`src/rtl/inst_fetch_ctrl.sv`:
```
// rtl/inst_fetch_ctrl.sv - instruction-fetch sequencer in front of a direct-mapped I-cache
//
// Purpose: owns the fetch PC. The cache is looked up every cycle, and a miss is serviced with a
// single-word memory request whose result is written back into the cache. Instructions go to the
// decoder through a one-entry valid/ready slot. A flush from the back end redirects the PC.
//
// Ports:
//   clk_in, rst_in, rdy_in          clock, synchronous active-high reset, global freeze (low = hold)
//   flush_in, flush_pc              redirect request and target (low two bits forced to zero)
//   ic_addr / ic_hit, ic_data       cache lookup address (current PC) and same-cycle hit/data
//   ic_update, ic_update_addr/data  one-cycle cache write strobe with address and data
//   mem_req, mem_addr / mem_ack,    word-fetch request held until acknowledged, then ack pulse
//   mem_data                          with the returned word
//   inst_valid, inst_out, inst_pc   decoder slot contents
//   inst_ready                      decoder takes the slot this cycle

module inst_fetch_ctrl #(
  parameter logic [31:0] RESET_PC = 32'h0000_0000,
  parameter logic [31:0] PC_STEP  = 32'd4
) (
  input  logic        clk_in,
  input  logic        rst_in,
  input  logic        rdy_in,
  input  logic        flush_in,
  input  logic [31:0] flush_pc,
  output logic [31:0] ic_addr,
  input  logic        ic_hit,
  input  logic [31:0] ic_data,
  output logic        ic_update,
  output logic [31:0] ic_update_addr,
  output logic [31:0] ic_update_data,
  output logic        mem_req,
  output logic [31:0] mem_addr,
  input  logic        mem_ack,
  input  logic [31:0] mem_data,
  output logic        inst_valid,
  output logic [31:0] inst_out,
  output logic [31:0] inst_pc,
  input  logic        inst_ready
);

  typedef enum logic [1:0] {ST_LOOKUP, ST_WAIT, ST_REFILL} state_t;

  state_t      r_state;
  logic [31:0] r_pc;
  logic        r_inst_valid;
  logic [31:0] r_inst_out;
  logic [31:0] r_inst_pc;
  logic        r_mem_req;
  logic [31:0] r_mem_addr;
  logic        r_ic_update;
  logic [31:0] r_ic_update_addr;
  logic [31:0] r_ic_update_data;

  logic        w_slot_free;
  logic [31:0] w_flush_tgt;

  // The slot can take a new instruction when it is empty or being drained this same cycle.
  assign w_slot_free = !r_inst_valid || inst_ready;
  assign w_flush_tgt = flush_pc & ~32'h3;

  assign ic_addr        = r_pc;
  assign ic_update      = r_ic_update;
  assign ic_update_addr = r_ic_update_addr;
  assign ic_update_data = r_ic_update_data;
  assign mem_req        = r_mem_req;
  assign mem_addr       = r_mem_addr;
  assign inst_valid     = r_inst_valid;
  assign inst_out       = r_inst_out;
  assign inst_pc        = r_inst_pc;

  always_ff @(posedge clk_in) begin
    if (rst_in) begin
      r_state          <= ST_LOOKUP;
      r_pc             <= RESET_PC;
      r_inst_valid     <= 1'b0;
      r_inst_out       <= 32'h0;
      r_inst_pc        <= 32'h0;
      r_mem_req        <= 1'b0;
      r_mem_addr       <= 32'h0;
      r_ic_update      <= 1'b0;
      r_ic_update_addr <= 32'h0;
      r_ic_update_data <= 32'h0;
    end else if (rdy_in) begin
      // Drain first; a load below overrides this when a new instruction enters the slot.
      if (r_inst_valid && inst_ready) begin
        r_inst_valid <= 1'b0;
      end

      case (r_state)
        ST_LOOKUP: begin
          // A redirect suppresses both the hit load and the miss request for this cycle.
          if (!flush_in) begin
            if (ic_hit) begin
              if (w_slot_free) begin
                r_inst_out   <= ic_data;
                r_inst_pc    <= r_pc;
                r_inst_valid <= 1'b1;
                r_pc         <= r_pc + PC_STEP;
              end
            end else begin
              r_mem_req  <= 1'b1;
              r_mem_addr <= r_pc;
              r_state    <= ST_WAIT;
            end
          end
        end
        ST_WAIT: begin
          // The request is never abandoned; a flush while waiting only moves the PC, so the
          // refilled word lands in the cache but the next lookup happens at the new target.
          if (mem_ack) begin
            r_mem_req        <= 1'b0;
            r_ic_update      <= 1'b1;
            r_ic_update_addr <= r_mem_addr;
            r_ic_update_data <= mem_data;
            r_state          <= ST_REFILL;
          end
        end
        ST_REFILL: begin
          r_ic_update <= 1'b0;
          r_state     <= ST_LOOKUP;
        end
        default: begin
          r_state <= ST_LOOKUP;
        end
      endcase

      // Redirect wins over any load or drain made above.
      if (flush_in) begin
        r_pc         <= w_flush_tgt;
        r_inst_valid <= 1'b0;
      end
    end
  end

endmodule
```
`config.mk`:
```
export PLATFORM = sky130hd
export DESIGN_NAME = inst_fetch_ctrl
export DESIGN_NICKNAME = d
export VERILOG_FILES = /design/src/rtl/inst_fetch_ctrl.sv
export SDC_FILE = /design/constraint.sdc
export NUM_CORES = 1
export LEC_CHECK = 0
export CAP_MARGIN = 20
export CORE_ASPECT_RATIO = 2
export CORE_MARGIN = 3
export CORE_UTILIZATION = 35
export DETAILED_ROUTE_END_ITERATION = 7
export HOLD_SLACK_MARGIN = 0.12
export PLACE_DENSITY = 0.75
export SYNTH_ARGS = -nofsm -noshare
export SYNTH_HDL_FRONTEND = slang
export SYNTH_SLANG_ARGS = --single-unit
```
`constraint.sdc`:
```
create_clock -name clk_in -period 1.9 [get_ports clk_in]
set_input_delay 0.38 -clock clk_in [delete_from_list [all_inputs] [get_ports clk_in]]
set_output_delay 0.38 -clock clk_in [all_outputs]
set_load 0.02 [all_outputs]
```
Yosys cells after proc, flatten, opt, wreduce, memory -nomap -nowiden
Cells that the tools add are included.
- bits in registers: 197
- input bits: 103
- output and inout port bits: 195
- add/subtract/negate cells: 1
- equality and inequality tests: 5
- mux-type cells: 19
- bitwise gates (word level): 2
- reductions and logical operators: 16
- operators with widths (kind ; number):
    $mux W32 ; 4
    $add A32 B3 Y32 const B ; 1
    $reduce_and A4 Y1 ; 3
    $reduce_and A5 Y1 ; 2
    $reduce_bool A2 Y1 ; 5
    $mux W1 ; 9
    $mux W2 ; 3
    $ne A2 B2 Y1 const B ; 3
    $reduce_and A3 Y1 ; 2
    $pmux W1 S2 ; 2
    $pmux W2 S2 ; 1
    $eq A2 B1 Y1 const B ; 1
    $eq A2 B2 Y1 const B ; 1
    $logic_not A2 Y1 ; 1
    $not A1 Y1 ; 2
    $logic_and A1 B1 Y1 ; 1
    $logic_not A1 Y1 ; 1
    $logic_or A1 B1 Y1 ; 1

Longest topological paths before layout
- depth after elaboration: 6
- depth in mapped cells: 7
- mapped depth without buffers: 6

Least setup slack after synthesis
No wires, ideal clock.
- kind: reg2reg
- from: register r_pc[3], in the netlist ic_addr[3]
- to: register r_pc[26], in the netlist ic_addr[26]
- setup time: 0.131 ns
- arrival: 1.712 ns
- required time: 1.769 ns
- slack: 0.057 ns
- stages on the path, launching flop included: 7
- buffers on the path: 0
- clock period less this slack: 1.843 ns
- path through: dfxtp_1 ha_1 and4_1 nand3_1 o32a_1 a21oi_1 nor3_1
- cells in the longest elaborated chain, start to end: 5
- ends and longest elaborated chain (element ; line ; RTL):
    from (decl) ; 45 ; logic [31:0] r_pc;
    from (signal assigned) ; 99 ; r_pc <= r_pc + PC_STEP;
    from (signal assigned) ; 130 ; r_pc <= w_flush_tgt;
    $add A32 B3 Y32 ; 99 ;
    $mux W32 ; 95 ; if (w_slot_free) begin
    $mux W32 ; 94 ; if (ic_hit) begin
    $mux W32 ; 90 ; case (r_state)
    $mux W32 ; 129 ; if (flush_in) begin
No other way between the ends. The select of a mux whose other input is x is not followed.
A chain may end at the register's enable or synchronous reset.

Final worst setup path
- from: register r_pc[29], in the netlist ic_addr[29]
- to: output ic_addr[29]
- RTL lines (element ; line ; RTL):
    to (decl) ; 26 ; output logic [31:0] ic_addr,
No word-level cell between the ends.

==> impl_metrics.csv <==
group,metric,value,unit
power_and_ir_drop,pwr_density_cell,741,nW/um^2
synth,synth_cells,982,
routing,drt_iter0_markers,527,
clock_network,clk_pin_slew,0.07,ns
timing,slew_headroom,0.649,
place,dp_cells,1529,
clock_network,clk-insertion-delay-late,0.44,ns
clock_network,cts_sinks,189,
global_route,antenna_found_initial,3,
setup_path,cp_slowest_cell,"clkdlybuf4s50_1",
synth,yosysMostFrequentCell,"nand2_1",
clock_network,post-cts-setup-buffer-count,0,
setup_path,worstSetupStartpointType,"flip-flop",
clock_network,htree_levels,4,
setup_path,cp.buffers_inverters,1,
routing,vias_per_cell,5.05,
setup_path,path_cells,"clkdlybuf4s50_1",
setup_path,end_kind,"output pin",
synth,yosysTopAreaCell,"dfxtp_1",
timing,rsz0062_at_grt,"no",
clock_network,cts_tree,"done",
clock_network,cts-root-buf,"clkbuf_16",
floorplanning,num_rows,75,
timing,worst_slack,0.0509,ns
routing,antenna_left,0,
floorplanning,dieArea,23600,sq um
synth,seq_area_frac_synth,0.499,
synth,synth.top_cell.area_share,0.499,
routing,drc,0,
synth,synth_seq_cells,189,
outcome,status,"finished, final reports clean",
layout,drive_above_1_share,0.0913,
global_route,gr-total-overflow,0,
worst_hold_path,holdPathEnd,"inst_pc[15]",
clock_network,cts_buffers,17,
global_route,first_global_vias,7762,
setup_path,slowest_delay,0.65,ns
floorplanning,fp.dieH,214,um
timing,setup_viol,0,
clock_network,cts_hold_buf,0,
setup_path,r2r.worst_path.cells,6,
synth,synthTopCellsByCount,"338 x nand2_1, 189 x dfxtp_1, 176 x a21oi_1",
timing,report.final.slew_viol_count,0,
layout,fillerInstances,1967,
timing,timing.fmax,541,MHz
synth,synth_flop_cell,"dfxtp_1",
routing,postRouteWirelength,26.9,mm
layout,fin_nets,1383,
routing,post_drt_wl_per_cell,17.2,um
synth,avgSynthCellArea,7.73,sq um
worst_hold_path,hp-class,"input port to flip-flop",
setup_path,r2r_slack,0.14,ns
global_route,grtUsageTotal,0.226,
power_and_ir_drop,leakagePower,4.25,nW
run,maxCapViolations,0,
timing,period_share,0.973,
synth,yosys-top-cells-area,"dfxtp_1 50%, nand2_1 17%, a21oi_1 12%",
timing,fin_worst_skew,0.0139,ns
global_route,grt_pass1_wl,41.4,mm
setup_path,cp.required,1.52,ns
timing,fin_crit,1.85,ns
layout,final_cells,1564,
clock_network,cts.path.max_buffers,2,
synth,async_reset_ff_frac,0,
place,io_buffer_count,287,
worst_hold_path,holdPathStages,2,
timing,worst_hold_slack,0.235,ns
place,post-place-ws,-0.243,ns
timing,hold_viol_final,0,
floorplanning,coreArea,21100,sq um
synth,syn-cell-area,7590,sq um
timing,tightest_slew,0.522,ns
floorplanning,initial_core_util,0.359,
setup_path,cp_max_fo,2,
setup_path,arrival,1.47,ns
routing,via_count,7898,
power_and_ir_drop,peakVddDrop,0.546,mV
setup_path,critical_path_class,"flip-flop to output pin",
setup_path,timing.rr.end,"ic_addr[26]",
worst_hold_path,min_from,"rst_in",
global_route,grt_max_degree,66,
place,dpl.hpwl,19.9,mm
synth,ys_types,49,
floorplanning,die_w,110,um
floorplanning,ioPinCount,298,
synth,synth_edf_count,0,
setup_path,reg2reg_from,"ic_addr[2]",
synth,yosys_warnings,0,
routing,firstDrtPassIters,5,
layout,area_growth,53.3,%
setup_path,crit_family,"buffers and inverters",
clock_network,cts_resized,27,
place,routabilityCongestion,0.868,
[worst max path at each step]
stage,start,slack (ns),cells past startpoint,endpoint
floorplan,ic_addr[3],0.06,6,ic_addr[26]
global placement,rdy_in,-0.20,7,inst_out[13]
detailed placement,rdy_in,-0.24,7,inst_pc[5]
CTS,mem_addr[10],0.006,1,mem_addr[10]
global route,mem_addr[28],0.005,1,mem_addr[28]
finish,ic_addr[29],0.05,1,ic_addr[29]
[routing by layer]
| layer | global-route usage | up-vias | wire (um) |
|---|---|---|---|
| met4 | 0.113 | 0 | 1150 |
| met1 | 0.232 | 3666 | 9440 |
| met3 | 0.0533 | 63 | 1580 |
| met5 | 0 | - | 0 |
| met2 | 0.413 | 284 | 14700 |
| li1 | - | 3885 | - |
[metrics by stage]
step                total power [mW]  TNS [ns]  cell area [sq um]  utilization
global placement                5.32    -12.31              11100        0.525
finish                          8.62         0              11600        0.551
floorplan                       4.71         0               7610            -
detailed placement              5.33    -14.92              11100        0.525
CTS                             8.71         0              11600        0.550
global route                    8.95         0              11600        0.551
[layout make-up]
| class | count | area, sq um | share of cell area |
|---|---|---|---|
| timing repair buffer | 356 | 3520 | 0.302 |
| multi-input combinational | 710 | 3410 | 0.294 |
| sequential | 189 | 3790 | 0.325 |
| tap | 269 | 337 | 0.0289 |
| antenna | 3 | 7.51 | 0.000645 |
| clock buffer | 21 | 460 | 0.0396 |
| clock inverter | 11 | 92.6 | 0.00796 |
| inverter | 5 | 18.8 | 0.00161 |
[sequential cells by signal (all words and copies together) (netlist names)]
| name | cells |
|---|---|
| mem_req | 1 |
| ic_update_data | 32 |
| inst_valid | 1 |
| mem_addr | 30 |
| inst_pc | 30 |
| inst_out | 32 |
| ic_update_addr | 30 |
| ic_update | 1 |
| r_state | 2 |
| ic_addr | 30 |
[cell usage in the layout (no fill, tap or decap), types with 15 or more instances in the layout]
cell,count
dlygate4sd2_1,25
nor2_1,24
and3_1,15
clkdlybuf4s50_1,256
dfxtp_1,187
nand3_1,15
clkbuf_16,17
buf_4,57
nand2_1,338
o21ai_0,20
a21oi_1,176
[cell families (layout without fill, tap and decap cells)]
logic type	count (synthesis)	count (layout)	synth area share
AO/OA/AOI/OAI	244	244	0.177
adder cells (fa/ha/maj)	1	1	0.00165
buffers and inverters	90	393	0.0561
flip-flops	189	189	0.499
multiplexers	8	8	0.0106
other	1	11	0.000494
AND/OR/NAND/NOR	449	449	0.255
[power by group]
| part | internal [mW] | leakage [nW] | switching, mW | total [mW] |
|---|---|---|---|---|
| sequential | 4.05 | 1.53 | 0.0713 | 4.12 |
| combinational | 0.525 | 2.44 | 0.578 | 1.10 |
| clock | 1.87 | 0.273 | 1.53 | 3.39 |
| total | 6.44 | 4.25 | 2.18 | 8.62 |
(Power assumes the default switching activity.)
